--- src/rtl/payload_char_decoder.sv ---
`default_nettype none
// ============================================================================
//  Module   : payload_char_decoder
//  Purpose  : Front end of the payload engines. Accepts the packet payload as
//             a 64-bit AXI-Stream, serializes it one byte per clock, and
//             decodes each byte onto a registered 256-bit one-hot character
//             bus. Each packet is framed with sod/eod pulses.
//
//  Ports    : clk            rising-edge clock
//             resetn         asynchronous active-low reset
//             s_axis_tdata   payload word, byte 0 = [7:0] first on the wire
//             s_axis_tkeep   byte valid mask (all ones except on tlast word)
//             s_axis_tvalid  word valid
//             s_axis_tready  word accepted when tvalid & tready
//             s_axis_tlast   last word of the packet payload
//             char_onehot    one-hot decode of the current byte (0 when idle)
//             char_byte      current (optionally case-folded) byte
//             char_en        byte strobe / engine clock enable
//             sod            start-of-data pulse, engines clear on it
//             eod            end-of-data pulse, after the last byte
//             busy           high from word accept until eod completes
//
//  Revision : 1.0  initial release
// ============================================================================
module payload_char_decoder #(
    parameter int DATA_WIDTH = 64,
    parameter int CASE_FOLD  = 0
) (
    input  logic                    clk,
    input  logic                    resetn,
    input  logic [DATA_WIDTH-1:0]   s_axis_tdata,
    input  logic [DATA_WIDTH/8-1:0] s_axis_tkeep,
    input  logic                    s_axis_tvalid,
    output logic                    s_axis_tready,
    input  logic                    s_axis_tlast,
    output logic [255:0]            char_onehot,
    output logic [7:0]              char_byte,
    output logic                    char_en,
    output logic                    sod,
    output logic                    eod,
    output logic                    busy
);

    localparam int c_keep_w = DATA_WIDTH / 8;

    localparam logic [1:0] c_st_idle  = 2'd0;
    localparam logic [1:0] c_st_sod   = 2'd1;
    localparam logic [1:0] c_st_shift = 2'd2;
    localparam logic [1:0] c_st_eod   = 2'd3;

    // Number of bytes in a word: highest set keep bit + 1. Holes below that
    // bit are ignored, the word is treated as contiguous.
    function automatic logic [3:0] f_nbytes(input logic [c_keep_w-1:0] keep);
        logic [3:0] n;
        n = 4'd0;
        for (int i = 0; i < c_keep_w; i++) begin
            if (keep[i]) n = 4'(i + 1);
        end
        return n;
    endfunction

    function automatic logic [7:0] f_fold(input logic [7:0] b);
        if (CASE_FOLD != 0 && b >= 8'h41 && b <= 8'h5A) return b + 8'h20;
        return b;
    endfunction

    // Registered state
    logic [1:0]            r_state;
    logic [DATA_WIDTH-1:0] r_word;
    logic                  r_last;
    logic [3:0]            r_nbytes;
    logic [2:0]            r_ptr;     // index of the byte currently on the bus
    logic                  r_first;   // next accepted word starts a packet
    logic                  r_busy;
    logic                  r_tready;
    logic                  r_sod;
    logic                  r_eod;
    logic                  r_char_en;
    logic [7:0]            r_char_byte;
    logic [255:0]          r_char_onehot;

    // Next-state values
    logic [1:0]            w_state;
    logic [DATA_WIDTH-1:0] w_word;
    logic                  w_last;
    logic [3:0]            w_nbytes;
    logic [2:0]            w_ptr;
    logic                  w_first;
    logic                  w_busy;
    logic                  w_tready;
    logic                  w_sod;
    logic                  w_eod;
    logic                  w_emit;
    logic                  w_load;
    logic [DATA_WIDTH-1:0] w_sel_word;
    logic [2:0]            w_sel_idx;
    logic [3:0]            w_sel_nbytes;
    logic                  w_sel_last;
    logic [7:0]            w_raw_byte;
    logic [7:0]            w_fold_byte;
    logic [7:0]            w_char_byte;
    logic [255:0]          w_char_onehot;

    logic       w_accept;
    logic [3:0] w_in_nbytes;
    logic       w_last_byte;

    assign w_accept    = s_axis_tvalid & r_tready;
    assign w_in_nbytes = f_nbytes(s_axis_tkeep);
    assign w_last_byte = ({1'b0, r_ptr} == (r_nbytes - 4'd1));

    always_comb begin
        w_state      = r_state;
        w_word       = r_word;
        w_last       = r_last;
        w_nbytes     = r_nbytes;
        w_ptr        = r_ptr;
        w_first      = r_first;
        w_busy       = r_busy;
        w_tready     = 1'b0;
        w_sod        = 1'b0;
        w_eod        = 1'b0;
        w_emit       = 1'b0;
        w_load       = 1'b0;
        w_sel_word   = r_word;
        w_sel_idx    = 3'd0;
        w_sel_nbytes = r_nbytes;
        w_sel_last   = r_last;

        case (r_state)
            c_st_idle: begin
                w_tready = 1'b1;
                if (w_accept) begin
                    w_word   = s_axis_tdata;
                    w_last   = s_axis_tlast;
                    w_nbytes = w_in_nbytes;
                    w_ptr    = 3'd0;
                    w_busy   = 1'b1;
                    if (r_first) begin
                        w_state  = c_st_sod;
                        w_sod    = 1'b1;
                        w_tready = 1'b0;
                    end else begin
                        w_load = 1'b1;
                    end
                end
            end
            c_st_sod: begin
                w_first = 1'b0;
                if (r_nbytes != 4'd0) begin
                    w_state = c_st_shift;
                    w_emit  = 1'b1;
                    w_ptr   = 3'd0;
                end else begin
                    w_state = c_st_eod;
                    w_eod   = 1'b1;
                end
            end
            c_st_shift: begin
                if (w_last_byte) begin
                    if (r_last) begin
                        w_state = c_st_eod;
                        w_eod   = 1'b1;
                    end else if (w_accept) begin
                        w_word   = s_axis_tdata;
                        w_last   = s_axis_tlast;
                        w_nbytes = w_in_nbytes;
                        w_ptr    = 3'd0;
                        w_load   = 1'b1;
                    end else begin
                        // Packet continues later; first flag stays clear so
                        // the next word does not produce another sod.
                        w_state  = c_st_idle;
                        w_tready = 1'b1;
                    end
                end else begin
                    w_ptr     = r_ptr + 3'd1;
                    w_emit    = 1'b1;
                    w_sel_idx = r_ptr + 3'd1;
                end
            end
            c_st_eod: begin
                w_first  = 1'b1;
                w_busy   = 1'b0;
                w_state  = c_st_idle;
                w_tready = 1'b1;
            end
            default: begin
                w_state = c_st_idle;
            end
        endcase

        // A continuation word goes straight to its byte 0, taken from the
        // bus since the word register only updates at this edge.
        if (w_load) begin
            w_sel_word   = s_axis_tdata;
            w_sel_idx    = 3'd0;
            w_sel_nbytes = w_in_nbytes;
            w_sel_last   = s_axis_tlast;
            if (w_in_nbytes != 4'd0) begin
                w_state = c_st_shift;
                w_emit  = 1'b1;
            end else if (s_axis_tlast) begin
                w_state = c_st_eod;
                w_eod   = 1'b1;
            end else begin
                w_state  = c_st_idle;
                w_tready = 1'b1;
            end
        end

        // Open tready while the final byte of a non-last word is on the bus
        // so the next word loads without a bubble.
        if (w_emit) begin
            w_tready = ({1'b0, w_sel_idx} == (w_sel_nbytes - 4'd1)) && !w_sel_last;
        end
    end

    assign w_raw_byte    = w_sel_word[{w_sel_idx, 3'b000} +: 8];
    assign w_fold_byte   = f_fold(w_raw_byte);
    assign w_char_byte   = w_emit ? w_fold_byte : 8'd0;
    assign w_char_onehot = w_emit ? (256'd1 << w_fold_byte) : 256'd0;

    always_ff @(posedge clk or negedge resetn) begin
        if (!resetn) begin
            r_state       <= c_st_idle;
            r_word        <= '0;
            r_last        <= 1'b0;
            r_nbytes      <= 4'd0;
            r_ptr         <= 3'd0;
            r_first       <= 1'b1;
            r_busy        <= 1'b0;
            r_tready      <= 1'b0;
            r_sod         <= 1'b0;
            r_eod         <= 1'b0;
            r_char_en     <= 1'b0;
            r_char_byte   <= 8'd0;
            r_char_onehot <= '0;
        end else begin
            r_state       <= w_state;
            r_word        <= w_word;
            r_last        <= w_last;
            r_nbytes      <= w_nbytes;
            r_ptr         <= w_ptr;
            r_first       <= w_first;
            r_busy        <= w_busy;
            r_tready      <= w_tready;
            r_sod         <= w_sod;
            r_eod         <= w_eod;
            r_char_en     <= w_emit;
            r_char_byte   <= w_char_byte;
            r_char_onehot <= w_char_onehot;
        end
    end

    assign s_axis_tready = r_tready;
    assign char_onehot   = r_char_onehot;
    assign char_byte     = r_char_byte;
    assign char_en       = r_char_en;
    assign sod           = r_sod;
    assign eod           = r_eod;
    assign busy          = r_busy;

endmodule
`default_nettype wire
--- config.mk ---
export PLATFORM = sky130hd
export DESIGN_NAME = payload_char_decoder
export DESIGN_NICKNAME = d
export VERILOG_FILES = /design/src/rtl/payload_char_decoder.sv
export SDC_FILE = /design/constraint.sdc
export NUM_CORES = 1
export LEC_CHECK = 0
export BUFFER_PORTS_ARGS = -buffer_cell sky130_fd_sc_hd__buf_4
export CAP_MARGIN = 0
export CELL_PAD_IN_SITES_DETAIL_PLACEMENT = 0
export CELL_PAD_IN_SITES_GLOBAL_PLACEMENT = 1
export CORE_MARGIN = 2
export CORE_UTILIZATION = 46
export CTS_BUF_LIST = sky130_fd_sc_hd__clkbuf_4 sky130_fd_sc_hd__clkbuf_8
export DETAILED_ROUTE_END_ITERATION = 12
export PLACE_DENSITY = 0.84
export SLEW_MARGIN = 20
export SYNTH_ARGS = -nofsm -noshare
export SYNTH_HDL_FRONTEND = slang
export SYNTH_SLANG_ARGS = --single-unit
export TNS_END_PERCENT = 5
--- constraint.sdc ---
create_clock -name clk -period 10.2 [get_ports clk]
set_input_delay 1.02 -clock clk [delete_from_list [all_inputs] [get_ports clk]]
set_output_delay 1.02 -clock clk [all_outputs]
set_load 0.01 [all_outputs]
==> flow_metrics.env <==
export IMPL_clk_pin_slew_worst_paths_ns=0.06
export IMPL_vias=10200
export IMPL_h_tree_depth=2
export IMPL_rrSetupSlack_ns=4.81
export IMPL_setup_tns_ns=0
export IMPL_io_pins=345
export IMPL_met1_usage_pct=36.3
export IMPL_cap_violations=0
export IMPL_synth_top_area_share_pct=64.0
export IMPL_fillers=2349
export IMPL_busiest_layer="met2"
export IMPL_grt_pass1_wl_mm=62.1
export IMPL_async_flop_share_pct=100
export IMPL_gp_congestion=0.885
export IMPL_synthCells=1099
export IMPL_cts_sinks=344
export IMPL_grt_use_total_pct=26.5
export IMPL_synth_top_area_cell="dfrtp_1"
export IMPL_grt_overflow_total=0
export IMPL_drt_total_wl_mm=40.9
export IMPL_drcViolationCount=0
export IMPL_cts_buffers=53
export IMPL_maxSlewHeadroom_pct=28.8
export IMPL_clock_latency_ns=0.59
export IMPL_met3_usage_pct=4.85
export IMPL_layoutNonFillerInstCount=1854
export IMPL_cp_end_kind="register"
export IMPL_tightest_slew_ns=1.07
export IMPL_area_growth_pct=29.3
export IMPL_wl_per_cell_um=22.1
export IMPL_p_int_mw=2.75
export IMPL_hpwl_mm=28.4
export IMPL_cts_tree="yes"
export IMPL_cts_root_buf="clkbuf_8"
export IMPL_viasPerCell=5.52
export IMPL_crit_required_ns=10.67
export IMPL_syn_nets=1182
export IMPL_ys_seq_elements=344
export IMPL_timing_final_crit_period_ns=5.39
export IMPL_finalSetupViolCount=0
export IMPL_antennaDiodeCount=0
export IMPL_die_area_um2=30600
export IMPL_power_mw=4.93
export IMPL_synth_area_um2=13400
export IMPL_synth_seq_area_share_pct=64.2
export IMPL_synthTopCellsByCount="dfrtp_1 (343), nor3_1 (165), nor2_1 (90), mux2_2 (67), nand2_1 (55)"
export IMPL_io_buffers=344
export IMPL_drtPass1Iterations=6
export IMPL_cts_resized=0
export IMPL_finalNetCount=1517
export IMPL_power_density_nw_per_um2=284
export IMPL_place_inst=1763
export IMPL_die_h_um=175
export IMPL_antenna_found_initial=0
export IMPL_grt_max_degree=103
export IMPL_hold_viol_final=0
export IMPL_drtIter0Drc=849
export IMPL_clk_path_buf_depth=3
export IMPL_p_sw_mw=2.18
export IMPL_setup_worst_path_start_class="register"
export IMPL_drive_above_1_share_pct=38.7
export IMPL_globalRouteMet2Util_pct=42.1
export IMPL_path_class="register to register"
export IMPL_rsz0062_at_grt="no"
export IMPL_finClkSkew_ns=0.0275
export IMPL_cp_max_fo=27
export IMPL_max_freq_mhz=186
export IMPL_swShare_pct=44.3
export IMPL_p_comb_share_pct=41.8
export IMPL_drv_slew=0
export IMPL_reg2reg_depth=10
export IMPL_synth_edf_count=0
export IMPL_drtAntennaViolNets=0
export IMPL_cts_hold_buf=0
export IMPL_r2r_start="r_nbytes[0]"
export IMPL_ys_types=75
export IMPL_vdd_drop_max_mv=0.183
export IMPL_cp_arrival_ns=5.86
export IMPL_status="finished, final reports clean"
export IMPL_power_leakage_nw=8.30
export IMPL_grt_pass1_vias=10200
export IMPL_hold_path_class="input port to asynchronous set/reset pin"
export IMPL_avgSynthCellArea_um2=12.2
export IMPL_initial_utilization_pct=46.7
export IMPL_die_w_um=175
export IMPL_synth_area_leaders="dfrtp_1 (64%), nor3_1 (6.2%), mux2_2 (5.6%)"
export IMPL_core_area_um2=28700
export IMPL_ys_flop_type="dfrtp_1"
export IMPL_worstReg2RegEnd="char_onehot[150]"
export IMPL_rows=62
export IMPL_postCtsSetupRepairBufs=0
export IMPL_synth_most_common_cell="dfrtp_1"
export IMPL_ys_warnings_count=0
export IMPL_p_seq_share_pct=34.2
export IMPL_p_clk_share_pct=24.1
export IMPL_fin_crit_sh_pct=52.8
per-layer routing:
layer | up-vias | share of wire (%)
met4 | 0 | 4.4
met5 | - | 0
met2 | 458 | 47
met1 | 5090 | 42
li1 | 4593 | -
met3 | 101 | 6.6
worst max-delay path by stage:
stage                        startpoint               end  cells after the start
final                       r_nbytes[0]  char_onehot[150]                     10
after global routing           r_ptr[0]  char_onehot[182]                      8
after global placement    s_axis_tvalid  char_onehot[144]                      9
after detailed placement  s_axis_tvalid  char_onehot[148]                      8
after floorplan           s_axis_tvalid  char_onehot[113]                     10
after CTS                   r_nbytes[0]  char_onehot[150]                     10
through the flow:
stage | instance area [µm²] | util [%] | hold WS, ns | worst slack [ns]
floorplan | 13400 | - | 0.474 | 6.61
global placement | 16200 | 56.5 | 0.489 | 4.68
detailed placement | 16200 | 56.5 | 0.496 | 4.87
CTS | 17300 | 60.4 | 0.449 | 4.91
global route | 17300 | 60.4 | 0.504 | 4.43
finish | 17300 | 60.4 | 0.449 | 4.81
worst max-delay path, cell delays in order, from the launching register on:
cell	delay, ns
dfrtp_1	0.47
inv_1	0.10
ha_1	0.31
xor2_1	0.16
nand3_1	0.65
o21ai_4	0.95
a211oi_1	0.22
nor4_1	0.71
or3_1	0.64
nand3_1	0.64
nor4_1	0.44
logic make-up after synthesis:
family                     share of synthesized area, %
xor gates and xnor gates                          0.690
adders and majority gates                         0.653
DFF                                                64.2
and+or+nand+nor                                    16.6
buffers and inverters                              3.35
muxes                                              6.59
AOI/OAI and AO/OA                                  7.97
power by group through the flow:
stage | Clock (mW) | Sequential [mW] | Combinational (mW)
6_report | 1.19 | 1.68 | 2.06
5_1_grt | 1.27 | 1.70 | 2.21
4_1_cts | 1.20 | 1.68 | 2.06
3_5_place_dp | 0 | 1.70 | 2.06
3_3_place_gp | 0 | 1.70 | 2.02
2_1_floorplan | 0 | 1.65 | 1.47
state kept, by name, summed over array words and instances, names as in the netlist:
register / flops
r_nbytes: 4
char_byte: 8
busy: 1
char_en: 1
eod: 1
r_last: 1
sod: 1
s_axis_tready: 1
r_first: 1
char_onehot: 256
r_ptr: 3
r_word: 64
r_state: 2
layout make-up:
type | count | area (µm²) | area share, %
flip-flops and latches | 344 | 8610 | 49.6
well taps | 384 | 480 | 2.77
clock inverters | 7 | 77.6 | 0.447
clock buffers | 84 | 1030 | 5.94
repair buffers | 358 | 2700 | 15.6
inverters | 13 | 48.8 | 0.281
multi-input cells | 664 | 4390 | 25.3
placed cells by master, fill, tap and decap left out, types with 4 or more instances in the layout:
cell type  instances
o211a_1            6
nor2_1            89
clkbuf_4          20
mux2_2            67
buf_4            355
dfrtp_1          343
nand2_1           54
o21ai_0           23
ha_1               7
inv_1             13
clkbuf_8          64
xnor2_1            5
a211oi_1          11
mux2i_1           13
nor3_2            19
o211ai_1           7
a31oi_1           10
or3_1              4
o22ai_1            7
nand4_1            5
nor4_1            26
nor3_1           165
a21oi_1           25
nand3_1           34
No activity file was read; power rests on OpenSTA's default activity.
